[src/rtl/qea_host_seq.sv]
// -----------------------------------------------------------------------------
// qea_host_seq
//
// Host-side bring-up sequencer for the QEA core. One run:
//   1. stream ins_num gate-context words from the host into CTX RAM,
//   2. write the |0...0> basis state into STATE RAM (amplitude 1.0 at addr 0),
//   3. pulse o_qea_start and wait for i_qea_complete,
//   4. read STATE RAM back and stream every state word to the host.
//
// Optional build macro:
//   QEA_SEQ_TIMER_EN  - when defined, o_exec_cycles counts RUN cycles
//                       (cleared on START, saturating, held until next START).
//                       When undefined the counter is absent and the port is 0.
//
// Ports:
//   clk, rst_n                       clock, async active-low reset
//   i_run, i_qbit_num, i_ins_num     run request and its configuration
//   i_ctx_valid/o_ctx_ready/i_ctx_data   host gate-context word stream
//   o_qea_start, i_qea_complete      QEA start pulse / completion level
//   o_qea_ctx_*                      CTX RAM write port
//   o_qea_state_*, i_qea_state_dout  STATE RAM port (read data 1 cycle late)
//   o_rd_valid/i_rd_ready/o_rd_data  result stream to the host
//   o_busy, o_done, o_cfg_err        status (done / cfg_err are 1-cycle pulses)
//   o_exec_cycles                    RUN-phase cycle count
//   o_dbg_state                      current FSM state encoding (IDLE = 0)
//
// Handshake rule for both streams: a word moves on a rising edge where
// valid and ready are both high; while valid is high and ready is low the
// sender holds its data unchanged.
// -----------------------------------------------------------------------------
module qea_host_seq #(
    parameter int PE_NUM_WIDTH            = 2,
    parameter int PE_NUM                  = 4,
    parameter int DATA_WIDTH              = 32,
    parameter int STATE_DATA_WIDTH        = 64,
    parameter int STATE_ADDR_WIDTH        = 16,
    parameter int GATE_CONTEXT_ADDR_WIDTH = 16,
    parameter int GATE_CONTEXT_DATA_WIDTH = 64,
    parameter int MAX_QBIT_WIDTH          = 6,
    parameter int NUM_FRAC_BIT            = 30
) (
    input  logic                                 clk,
    input  logic                                 rst_n,
    input  logic                                 i_run,
    input  logic [MAX_QBIT_WIDTH-1:0]            i_qbit_num,
    input  logic [GATE_CONTEXT_ADDR_WIDTH-1:0]   i_ins_num,
    input  logic                                 i_ctx_valid,
    output logic                                 o_ctx_ready,
    input  logic [GATE_CONTEXT_DATA_WIDTH-1:0]   i_ctx_data,
    output logic                                 o_qea_start,
    input  logic                                 i_qea_complete,
    output logic                                 o_qea_ctx_en,
    output logic                                 o_qea_ctx_wea,
    output logic [GATE_CONTEXT_ADDR_WIDTH-1:0]   o_qea_ctx_addr,
    output logic [GATE_CONTEXT_DATA_WIDTH-1:0]   o_qea_ctx_data,
    output logic [PE_NUM-1:0]                    o_qea_state_ena,
    output logic [PE_NUM-1:0]                    o_qea_state_wea,
    output logic [STATE_ADDR_WIDTH-1:0]          o_qea_state_addra,
    output logic [PE_NUM*STATE_DATA_WIDTH-1:0]   o_qea_state_dina,
    input  logic [PE_NUM*STATE_DATA_WIDTH-1:0]   i_qea_state_dout,
    output logic                                 o_rd_valid,
    input  logic                                 i_rd_ready,
    output logic [PE_NUM*STATE_DATA_WIDTH-1:0]   o_rd_data,
    output logic                                 o_busy,
    output logic                                 o_done,
    output logic                                 o_cfg_err,
    output logic [31:0]                          o_exec_cycles,
    output logic [2:0]                           o_dbg_state
);

    localparam int SAW  = STATE_ADDR_WIDTH;
    localparam int GCAW = GATE_CONTEXT_ADDR_WIDTH;
    localparam int GCDW = GATE_CONTEXT_DATA_WIDTH;
    localparam int SDW  = STATE_DATA_WIDTH;
    localparam int MQW  = MAX_QBIT_WIDTH;
    localparam int WW   = PE_NUM * SDW;

    localparam logic [MQW-1:0] QMIN = MQW'(PE_NUM_WIDTH);
    localparam logic [MQW-1:0] QMAX = MQW'(STATE_ADDR_WIDTH + PE_NUM_WIDTH);

    // Amplitude 1.0 + 0.0i in the fixed-point complex format {real, imag}.
    localparam logic [DATA_WIDTH-1:0] ONE_RE   = DATA_WIDTH'(1) << NUM_FRAC_BIT;
    localparam logic [SDW-1:0]        ONE_AMP  = {ONE_RE, {DATA_WIDTH{1'b0}}};
    localparam logic [WW-1:0]         INIT_WORD = {ONE_AMP, {(WW-SDW){1'b0}}};

    typedef enum logic [2:0] {
        S_IDLE     = 3'd0,
        S_LOAD_CTX = 3'd1,
        S_INIT     = 3'd2,
        S_START    = 3'd3,
        S_RUN      = 3'd4,
        S_READ     = 3'd5,
        S_DONE     = 3'd6
    } state_e;

    state_e state_q, state_d;

    // Latched run configuration. Counters carry one extra bit so that a
    // full-size DEPTH (2**SAW) or a maximal ins_num never wraps.
    logic [GCAW-1:0] ins_q;
    logic [SAW:0]    depth_q;
    logic [GCAW:0]   ctx_cnt_q;
    logic [SAW:0]    addr_cnt_q;
    logic [SAW:0]    beat_cnt_q;

    logic            cfg_err_q;
    logic            ctx_en_q;
    logic [GCAW-1:0] ctx_addr_q;
    logic [GCDW-1:0] ctx_data_q;

    // Result FIFO (2 entries) plus one outstanding RAM read.
    logic [WW-1:0]   fifo_mem_q [2];
    logic            fifo_wr_q;
    logic            fifo_rd_q;
    logic [1:0]      fifo_cnt_q;
    logic            inflight_q;

    logic            cfg_ok;
    logic            rd_issue;
    logic            pop;

    assign cfg_ok = (i_qbit_num >= QMIN) && (i_qbit_num <= QMAX);
    assign pop    = (fifo_cnt_q != 2'd0) && i_rd_ready;

    // ------------------------------------------------------------------
    // Next state and state-decoded outputs
    // ------------------------------------------------------------------
    always_comb begin
        state_d           = state_q;
        o_ctx_ready       = 1'b0;
        o_qea_start       = 1'b0;
        o_done            = 1'b0;
        o_qea_state_ena   = '0;
        o_qea_state_wea   = '0;
        o_qea_state_addra = '0;
        o_qea_state_dina  = '0;
        rd_issue          = 1'b0;

        case (state_q)
            S_IDLE: begin
                if (i_run && cfg_ok) begin
                    state_d = (i_ins_num == '0) ? S_INIT : S_LOAD_CTX;
                end
            end
            S_LOAD_CTX: begin
                o_ctx_ready = 1'b1;
                if (i_ctx_valid && ((ctx_cnt_q + 1'b1) == {1'b0, ins_q})) begin
                    state_d = S_INIT;
                end
            end
            S_INIT: begin
                o_qea_state_ena   = '1;
                o_qea_state_wea   = '1;
                o_qea_state_addra = addr_cnt_q[SAW-1:0];
                if (addr_cnt_q == '0) begin
                    o_qea_state_dina = INIT_WORD;
                end
                if (addr_cnt_q == depth_q - 1'b1) begin
                    state_d = S_START;
                end
            end
            S_START: begin
                o_qea_start = 1'b1;
                state_d     = S_RUN;
            end
            S_RUN: begin
                // Completion is only looked at from the cycle after START.
                if (i_qea_complete) begin
                    state_d = S_READ;
                end
            end
            S_READ: begin
                // Issue only when the FIFO is guaranteed a free slot for the
                // returning word, counting the read already in flight.
                if ((addr_cnt_q != depth_q) &&
                    ((fifo_cnt_q + {1'b0, inflight_q}) < 2'd2)) begin
                    rd_issue = 1'b1;
                end
                if (rd_issue) begin
                    o_qea_state_ena   = '1;
                    o_qea_state_addra = addr_cnt_q[SAW-1:0];
                end
                if (pop && (beat_cnt_q == depth_q - 1'b1)) begin
                    state_d = S_DONE;
                end
            end
            S_DONE: begin
                o_done  = 1'b1;
                state_d = S_IDLE;
            end
            default: state_d = S_IDLE;
        endcase
    end

    // ------------------------------------------------------------------
    // State register and datapath
    // ------------------------------------------------------------------
    always_ff @(posedge clk or negedge rst_n) begin
        if (!rst_n) begin
            state_q       <= S_IDLE;
            ins_q         <= '0;
            depth_q       <= '0;
            ctx_cnt_q     <= '0;
            addr_cnt_q    <= '0;
            beat_cnt_q    <= '0;
            cfg_err_q     <= 1'b0;
            ctx_en_q      <= 1'b0;
            ctx_addr_q    <= '0;
            ctx_data_q    <= '0;
            fifo_mem_q[0] <= '0;
            fifo_mem_q[1] <= '0;
            fifo_wr_q     <= 1'b0;
            fifo_rd_q     <= 1'b0;
            fifo_cnt_q    <= '0;
            inflight_q    <= 1'b0;
        end else begin
            state_q   <= state_d;
            cfg_err_q <= (state_q == S_IDLE) && i_run && !cfg_ok;
            ctx_en_q  <= 1'b0;

            if ((state_q == S_IDLE) && i_run && cfg_ok) begin
                ins_q      <= i_ins_num;
                depth_q    <= {{SAW{1'b0}}, 1'b1} << (i_qbit_num - QMIN);
                ctx_cnt_q  <= '0;
                addr_cnt_q <= '0;
                beat_cnt_q <= '0;
            end

            // Accepted context word becomes a CTX write on the next cycle.
            if ((state_q == S_LOAD_CTX) && i_ctx_valid) begin
                ctx_en_q   <= 1'b1;
                ctx_addr_q <= ctx_cnt_q[GCAW-1:0];
                ctx_data_q <= i_ctx_data;
                ctx_cnt_q  <= ctx_cnt_q + 1'b1;
            end

            // The address counter restarts at 0 when INIT ends, ready for READ.
            if (state_q == S_INIT) begin
                addr_cnt_q <= (addr_cnt_q == depth_q - 1'b1) ? '0 : addr_cnt_q + 1'b1;
            end
            if (rd_issue) begin
                addr_cnt_q <= addr_cnt_q + 1'b1;
            end

            inflight_q <= rd_issue;

            if (inflight_q) begin
                fifo_mem_q[fifo_wr_q] <= i_qea_state_dout;
                fifo_wr_q             <= ~fifo_wr_q;
            end
            if (pop) begin
                fifo_rd_q  <= ~fifo_rd_q;
                beat_cnt_q <= beat_cnt_q + 1'b1;
            end
            case ({inflight_q, pop})
                2'b10:   fifo_cnt_q <= fifo_cnt_q + 2'd1;
                2'b01:   fifo_cnt_q <= fifo_cnt_q - 2'd1;
                default: fifo_cnt_q <= fifo_cnt_q;
            endcase
        end
    end

`ifdef QEA_SEQ_TIMER_EN
    logic [31:0] exec_q;

    always_ff @(posedge clk or negedge rst_n) begin
        if (!rst_n) begin
            exec_q <= '0;
        end else if (state_q == S_START) begin
            exec_q <= '0;
        end else if ((state_q == S_RUN) && (exec_q != 32'hFFFF_FFFF)) begin
            exec_q <= exec_q + 32'd1;
        end
    end

    assign o_exec_cycles = exec_q;
`else
    assign o_exec_cycles = 32'd0;
`endif

    assign o_qea_ctx_en   = ctx_en_q;
    assign o_qea_ctx_wea  = ctx_en_q;
    assign o_qea_ctx_addr = ctx_addr_q;
    assign o_qea_ctx_data = ctx_data_q;
    assign o_rd_valid     = (fifo_cnt_q != 2'd0);
    assign o_rd_data      = fifo_mem_q[fifo_rd_q];
    assign o_busy         = (state_q != S_IDLE);
    assign o_cfg_err      = cfg_err_q;
    assign o_dbg_state    = state_q;

endmodule

[config.mk]
export PLATFORM = sky130hd
export DESIGN_NAME = qea_host_seq
export DESIGN_NICKNAME = d
export VERILOG_FILES = /design/src/rtl/qea_host_seq.sv
export SDC_FILE = /design/constraint.sdc
export NUM_CORES = 1
export LEC_CHECK = 0
export CAP_MARGIN = 20
export CELL_PAD_IN_SITES_DETAIL_PLACEMENT = 2
export CELL_PAD_IN_SITES_GLOBAL_PLACEMENT = 2
export CORE_AREA = 2 2 390 392
export DETAILED_ROUTE_END_ITERATION = 16
export DIE_AREA = 0 0 392 394
export PLACE_DENSITY_LB_ADDON = 0.1
export SETUP_SLACK_MARGIN = 0.02
export SYNTH_ARGS = -nofsm -noshare
export SYNTH_HDL_FRONTEND = slang
export SYNTH_SLANG_ARGS = --single-unit
[constraint.sdc]
create_clock -name clk -period 3.6 [get_ports clk]
set_input_delay 0.36 -clock clk [delete_from_list [all_inputs] [get_ports clk]]
set_output_delay 0.36 -clock clk [all_outputs]
set_load 0.05 [all_outputs]
-- After elaboration in Yosys (flattened, before gate mapping)
Index checks and enable logic that the tools add are counted.
- register bits after elaboration: 686
- bits of input ports: 348
- output and inout bits: 659
- logic and storage cells: 108
- $add $sub $neg: 8
- order comparisons: 6
- equality and inequality tests: 17
- shift operators: 1
- mux-type cells: 34
- bitwise operators: 4
- reductions and logical operators: 22
- operator list (kind ; count):
    2-to-1 mux 256 bit ; 4
    bitwise mux 512 bit ; 1
    2-to-1 mux 255 bit ; 2
    demux 256 bit (select 1 bit) ; 1
    2-to-1 mux 17 bit ; 6
    adder 17 x 1 -> 17 bit, second input constant ; 3
    equality test 17 bit ; 2
    case mux 16 bit (2 select lines) ; 1
    case mux 3 bit (6 select lines) ; 1
    equality test 17 x 16 -> 1 bit ; 1
    zero test 17 bit ; 1
    inequality test 17 bit ; 1
    << shifter 1 x 6 -> 17 bit, first input constant ; 1
    subtractor 17 x 1 -> 17 bit, second input constant ; 1
    zero test 16 bit ; 1
    2-to-1 mux 16 bit ; 1
    2-to-1 mux 3 bit ; 5
    logical AND 1 bit ; 11
    inequality test 2 bit, second input constant ; 5
    equality test 3 bit, second input constant ; 3
    2-to-1 mux 4 bit ; 2
    case mux 4 bit (2 select lines) ; 1
    nonzero test 2 bit ; 4
    2-to-1 mux 1 bit ; 7
    other kinds (21) ; 26

-- Longest topological paths before layout
Gate-level depths: netlist of run 1.
- word-level depth: 7
- depth in mapped cells: 13

-- Worst setup path before layout of run 1
OpenSTA, ideal clock, no wires.
- path type: reg-to-output
- start point: register state_q[1] (netlist: o_dbg_state[1])
- end point: output port o_qea_state_addra[14]
- data arrival time: 2.862 ns
- data required time: 3.240 ns
- path slack: 0.378 ns
- cell stages (with the launch flop): 7
- cells stage by stage: dfrtp_1 -> inv_1 -> or3_1 -> inv_1 -> nor2_1 -> clkbuf_1 -> nor2b_1
- cells in the longest elaborated chain, start to end: 2
- RTL lines (element ; line ; source):
    start: declaration ; 96 ; state_e state_q, state_d;
    start signal: assignment ; 217 ; state_q <= state_d;
    equality test 3 bit or equality test 3 x 2 -> 1 bit (tied branches) ; 139 ; case (state_q)
    case mux 16 bit (2 select lines) (*) ; 139 ;
    end: declaration ; 58 ; output logic [STATE_ADDR_WIDTH-1:0] o_qea_state_addra,
Every way passes the cells marked *; elsewhere a longest branch is shown, timed or not.

-- Final worst setup path of run 1
- start point: register state_q[1] (netlist: o_dbg_state[1])
- end point: output port o_qea_state_wea[2]
- cells in the longest elaborated chain, start to end: 2
- RTL lines (element ; line ; source):
    equality test 3 x 2 -> 1 bit ; 139 ;
    2-to-1 mux 4 bit ; 139 ;
    end: declaration ; 57 ; output logic [PE_NUM-1:0] o_qea_state_wea,
No other way between the ends.

==> impl_results.html, run 1 <==
<table>
<tr><th>Metric</th><th>Value</th></tr>
<tr><th colspan="2">Hold path</th></tr>
<tr><td>Worst min path class</td><td>in2reg</td></tr>
<tr><td>Worst hold start</td><td>i_ctx_data[28]</td></tr>
<tr><td>Hold Crit Depth</td><td>3</td></tr>
<tr><td>Hold EP</td><td>o_qea_ctx_data[28]</td></tr>
<tr><th colspan="2">Clocking</th></tr>
<tr><td>Insertion delay to the later sink of the worst-skew pair</td><td>0.69 ns</td></tr>
<tr><td>Inserted Clock Buffers</td><td>92</td></tr>
<tr><td>CTS clock-pin slew for the worst setup and hold paths</td><td>0.06 ns</td></tr>
<tr><td>Number of levels the H-tree was split into</td><td>3</td></tr>
<tr><td>Max clock buf depth</td><td>3</td></tr>
<tr><td>CTS tree</td><td>yes</td></tr>
<tr><td>CTS Root Cell</td><td>sky130_fd_sc_hd__clkbuf_16</td></tr>
<tr><td>Sinks on the clock net</td><td>686</td></tr>
<tr><th colspan="2">Cells and area</th></tr>
<tr><td>Utilization after layout</td><td>30.0%</td></tr>
<tr><td>Share of layout cells above drive strength 1</td><td>28.3%</td></tr>
<tr><td>Final standard cell area without fillers</td><td>0.0452 mm²</td></tr>
<tr><td>Net count, final</td><td>3860</td></tr>
<tr><td>Area added between synthesis and finish</td><td>35.6%</td></tr>
<tr><th colspan="2">Setup path</th></tr>
<tr><td>CP Data Required Time</td><td>3.24 ns</td></tr>
<tr><td>R2R Path Start</td><td>depth_q[0]</td></tr>
<tr><td>Number of cells on the worst reg-to-reg path</td><td>10</td></tr>
<tr><td>Top fanout value on the critical path</td><td>8</td></tr>
<tr><td>Largest stage delay on the critical path</td><td>0.87 ns</td></tr>
<tr><td>Category of the worst setup path capture point</td><td>primary output</td></tr>
<tr><td>Slowest CP cell</td><td>sky130_fd_sc_hd__clkdlybuf4s50_1</td></tr>
<tr><td>Timing startpoint of the critical path</td><td>o_dbg_state[1]</td></tr>
<tr><td>Category of the most critical setup path</td><td>reg2out</td></tr>
<tr><td>Slack of the worst reg-to-reg path</td><td>0.47 ns</td></tr>
<tr><td>Cell type group with the largest total delay on the critical path</td><td>buffers and inverters</td></tr>
<tr><td>Ordered list of cells on the worst path</td><td>inv_1 &gt; or3_1 &gt; inv_1 &gt; clkdlybuf4s50_1</td></tr>
<tr><td>Cell type with the highest occurrence count on the critical path</td><td>sky130_fd_sc_hd__inv_1</td></tr>
<tr><td>Arr. time, crit path</td><td>2.88 ns</td></tr>
<tr><td>Instance count on the critical path</td><td>4</td></tr>
<tr><td>Crit start category</td><td>flip-flop</td></tr>
<tr><td>Worst Path Buf+Inv</td><td>3</td></tr>
<tr><td>Worst reg2reg endpoint</td><td>addr_cnt_q[10]</td></tr>
<tr><th colspan="2">Yosys</th></tr>
<tr><td>Count of yosys warnings during synthesis</td><td>0</td></tr>
<tr><td>Seq cells post-synth</td><td>686</td></tr>
<tr><td>Sequential-to-total area share from yosys stat</td><td>51.5%</td></tr>
<tr><td>Post-synthesis instance area</td><td>0.0333 mm²</td></tr>
<tr><td>Async SR Flop Fraction</td><td>100%</td></tr>
<tr><td>Synth Instances</td><td>2791</td></tr>
<tr><td>Most instantiated flip-flop cell in the synthesis netlist</td><td>sky130_fd_sc_hd__dfrtp_1</td></tr>
<tr><td>Post-Synthesis Mean Instance Area</td><td>11.9 µm²</td></tr>
<tr><td>Count of flip-flops with a built-in enable after synthesis</td><td>0</td></tr>
<tr><td>Distinct cell type count of the synthesized netlist</td><td>77</td></tr>
<tr><th colspan="2">Route</th></tr>
<tr><td>Met3 wire length</td><td>9430 µm</td></tr>
<tr><td>Remaining routing DRC violations</td><td>0</td></tr>
<tr><td>Post-detailed-route wirelength per cell</td><td>21.8 µm</td></tr>
<tr><td>Final WL</td><td>123000 µm</td></tr>
<tr><td>Final antenna-violating net count</td><td>0</td></tr>
<tr><td>Met1 wire length</td><td>43900 µm</td></tr>
<tr><td>Highest layer used for signal routing</td><td>met5</td></tr>
<tr><td>Count of vias placed by the detailed router</td><td>23400</td></tr>
<tr><td>DRC marker count from the first detailed-route iteration</td><td>767</td></tr>
<tr><td>Met2 wire length</td><td>65400 µm</td></tr>
<tr><td>First-pass iteration count of the detailed router</td><td>4</td></tr>
<tr><td>Average via count per standard cell</td><td>4.17</td></tr>
<tr><th colspan="2">Timing</th></tr>
<tr><td>Final Max Tran Viols</td><td>0</td></tr>
<tr><td>Worst-margin pin slew</td><td>0.885 ns</td></tr>
<tr><td>Setup tns final</td><td>0 ns</td></tr>
<tr><td>RSZ-0062 raised after global routing</td><td>false</td></tr>
<tr><td>Number of endpoints failing setup at the final stage</td><td>0</td></tr>
<tr><td>Crit path setup slack, layout</td><td>0.358 ns</td></tr>
<tr><td>Final period util</td><td>90.0%</td></tr>
<tr><td>Count of endpoints failing hold in the final timing report</td><td>0</td></tr>
<tr><td>Clock tree skew after final layout</td><td>0.0383 ns</td></tr>
<tr><td>Maximum frequency from static timing analysis</td><td>0.308 GHz</td></tr>
<tr><td>Worst slew margin relative to its limit</td><td>41.0%</td></tr>
<tr><td>Minimum clock period after layout</td><td>3.24 ns</td></tr>
<tr><th colspan="2">Placement</th></tr>
<tr><td>Detail Placement HPWL</td><td>90400 µm</td></tr>
<tr><td>Gpl congestion</td><td>0.771</td></tr>
<tr><td>Number of buffer cells added on primary ports</td><td>719</td></tr>
<tr><td>Total placed instance area</td><td>0.0420 mm²</td></tr>
<tr><td>Post-place setup slack</td><td>0.303 ns</td></tr>
<tr><th colspan="2">Run</th></tr>
<tr><td>Number of violations of the max-capacitance limit</td><td>0</td></tr>
<tr><th colspan="2">Power and ir drop</th></tr>
<tr><td>Leakage</td><td>20.4 nW</td></tr>
<tr><td>Maximum vdd drop</td><td>0.000326 V</td></tr>
<tr><td>Overall power after layout</td><td>26.3 mW</td></tr>
<tr><td>Total power per unit cell area</td><td>583 mW/mm²</td></tr>
<tr><th colspan="2">Die</th></tr>
<tr><td>Overall die height</td><td>394 µm</td></tr>
<tr><td>Horizontal die dimension</td><td>392 µm</td></tr>
<tr><td>Number of top-level pins</td><td>1007</td></tr>
<tr><td># rows</td><td>143</td></tr>
<tr><td>Die Outline Area</td><td>0.154 mm²</td></tr>
<tr><td>Core Footprint</td><td>0.151 mm²</td></tr>
<tr><td>Effective utilization at floorplan</td><td>22.1%</td></tr>
<tr><th colspan="2">Global route</th></tr>
<tr><td>Vias in the first global route</td><td>26600</td></tr>
<tr><td>First-pass GRT wire length</td><td>182000 µm</td></tr>
<tr><td>Pin count of the biggest net entering global routing</td><td>102</td></tr>
<tr><td>GRT Residual Overflow</td><td>0</td></tr>
<tr><td>GRT Total Usage</td><td>15.7%</td></tr>
<tr><td>Initial antenna violation count</td><td>43</td></tr>
<tr><th colspan="2">Status</th></tr>
<tr><td>Status</td><td>finished clean</td></tr>
</table>
[flip-flops by register name (all words and copies together) (netlist names), 2 cells and up]
signal,cells
fifo_mem_q,512
o_qea_ctx_data,64
addr_cnt_q,17
beat_cnt_q,17
ctx_cnt_q,17
depth_q,17
ins_q,16
o_qea_ctx_addr,16
o_dbg_state,3
fifo_cnt_q,2
[cell type report]
| cell class | count | area, µm² |
|---|---|---|
| diodes | 13 | 32.5 |
| clock buffers | 146 | 2740 |
| clock inverters | 22 | 319 |
| fillers | 16100 | 105000 |
| inverters | 22 | 82.6 |
| multi-input cells | 1919 | 14400 |
| flip-flops and latches | 686 | 17200 |
| well taps | 2030 | 2540 |
| repair buffers | 783 | 7940 |
[cell usage in the layout (no fill, tap or decap), drive strengths merged, types with 35 or more instances in the layout]
master / count
nor2: 71
nand2: 368
xnor2: 44
mux2: 768
xor2: 35
dfrtp: 686
conb: 287
o21ai: 92
buf: 84
clkdlybuf4s50: 697
clkbuf: 146
[how the worst max path moves through the flow]
stage / endpoint / slack [ns]
final: o_qea_state_wea[2] / 0.36
after global routing: o_qea_state_ena[1] / 0.18
after CTS: o_qea_state_dina[254] / 0.06
after detailed placement: addr_cnt_q[13] / 0.30
after global placement: addr_cnt_q[13] / 0.32
after floorplan: o_qea_state_addra[14] / 0.38
[cell families (layout without fill, tap and decap cells)]
| family | count (synthesis) | in the layout | synth area share [%] |
|---|---|---|---|
| muxes | 771 | 771 | 26.1 |
| buffers and inverters | 472 | 973 | 8.69 |
| AOI/OAI and AO/OA | 162 | 162 | 2.90 |
| other | 1 | 300 | 0.0113 |
| DFF | 686 | 686 | 51.5 |
| xor gates and xnor gates | 80 | 80 | 2.15 |
| adders and majority gates | 8 | 8 | 0.301 |
| and+or+nand+nor | 611 | 611 | 8.36 |
[power by group]
part	internal (mW)	leakage (nW)	switching (mW)
Combinational	3.14	9.96	5.91
Clock	5.57	1.50	3.67
Sequential	7.90	8.95	0.136
Total	16.6	20.4	9.71
[metal layers]
| layer | vias up | global-route usage [%] |
|---|---|---|
| met1 | 12100 | 16.4 |
| met5 | - | 0 |
| met2 | 735 | 29.0 |
| li1 | 10400 | - |
| met3 | 200 | 5.01 |
| met4 | 34 | 5.48 |
[what timing repair did]
item,4_1_cts,5_1_grt
resized for setup,0,2
buffers inserted,4,0
hold endpoints to repair,62,0
hold buffers,1,0
setup endpoints to repair,1,2
[synthesized netlist by cell type (3+ instances only)]
master,number,area share (%)
sky130_fd_sc_hd__a211oi_1,4,0.090
sky130_fd_sc_hd__inv_1,19,0.21
sky130_fd_sc_hd__o21ai_0,83,1.2
sky130_fd_sc_hd__o21ai_1,9,0.14
sky130_fd_sc_hd__dfrtp_1,686,52
sky130_fd_sc_hd__or4_1,4,0.090
sky130_fd_sc_hd__o31ai_1,9,0.20
sky130_fd_sc_hd__clkbuf_1,143,1.6
sky130_fd_sc_hd__buf_4,296,6.7
sky130_fd_sc_hd__nand3_1,32,0.48
sky130_fd_sc_hd__buf_2,9,0.14
sky130_fd_sc_hd__nand4_1,15,0.28
sky130_fd_sc_hd__nor3_1,19,0.29
sky130_fd_sc_hd__nor2b_1,13,0.24
sky130_fd_sc_hd__a31oi_1,7,0.13
sky130_fd_sc_hd__nand2b_1,11,0.21
sky130_fd_sc_hd__mux2i_1,3,0.090
sky130_fd_sc_hd__xor2_1,35,0.92
sky130_fd_sc_hd__mux2_2,768,26
sky130_fd_sc_hd__nand2_1,368,4.1
sky130_fd_sc_hd__nor4_1,19,0.36
sky130_fd_sc_hd__nor2_1,70,0.79
sky130_fd_sc_hd__and3_1,18,0.34
sky130_fd_sc_hd__nor4_2,3,0.11
sky130_fd_sc_hd__ha_1,8,0.30
sky130_fd_sc_hd__and2_1,4,0.075
sky130_fd_sc_hd__xnor2_1,44,1.2
sky130_fd_sc_hd__o211ai_1,4,0.090
sky130_fd_sc_hd__nor3b_1,4,0.090
sky130_fd_sc_hd__a21o_1,3,0.068
sky130_fd_sc_hd__o22ai_1,9,0.17
sky130_fd_sc_hd__a21oi_1,12,0.18
sky130_fd_sc_hd__or3_1,7,0.13
[through the flow]
step | hold WS [ns] | std cells
2_1_floorplan | 0.0644 | 3077
3_3_place_gp | 0.459 | 5433
3_5_place_dp | 0.462 | 5435
4_1_cts | 0.126 | 5608
5_1_grt | 0.178 | 5615
6_report | 0.212 | 5621
[worst register-to-register path: cells and delay by family (launching register included)]
family / cells / cell delay (ns)
adder cells (fa/ha/maj): 1 / 0.17
AO/OA/AOI/OAI: 3 / 0.50
AND/OR/NAND/NOR: 5 / 1.74
flip-flops: 1 / 0.47
buffers and inverters: 1 / 0.12
No activity file was read; power rests on OpenSTA's default activity.
==> run 2: changes to the inputs <==
--- a/config.mk
+++ b/config.mk
@@ -5,12 +5,14 @@
 export SDC_FILE = /design/constraint.sdc
 export NUM_CORES = 1
 export LEC_CHECK = 0
+export ABC_CLOCK_PERIOD_IN_PS = 3600
 export CAP_MARGIN = 20
 export CELL_PAD_IN_SITES_DETAIL_PLACEMENT = 2
 export CELL_PAD_IN_SITES_GLOBAL_PLACEMENT = 2
 export CORE_AREA = 2 2 390 392
 export DETAILED_ROUTE_END_ITERATION = 16
 export DIE_AREA = 0 0 392 394
+export GPL_TIMING_DRIVEN = 1
 export PLACE_DENSITY_LB_ADDON = 0.1
 export SETUP_SLACK_MARGIN = 0.02
 export SYNTH_ARGS = -nofsm -noshare
==> results of run 2 <==
No change in the layout: final DEF, timing and power equal those of run 1.
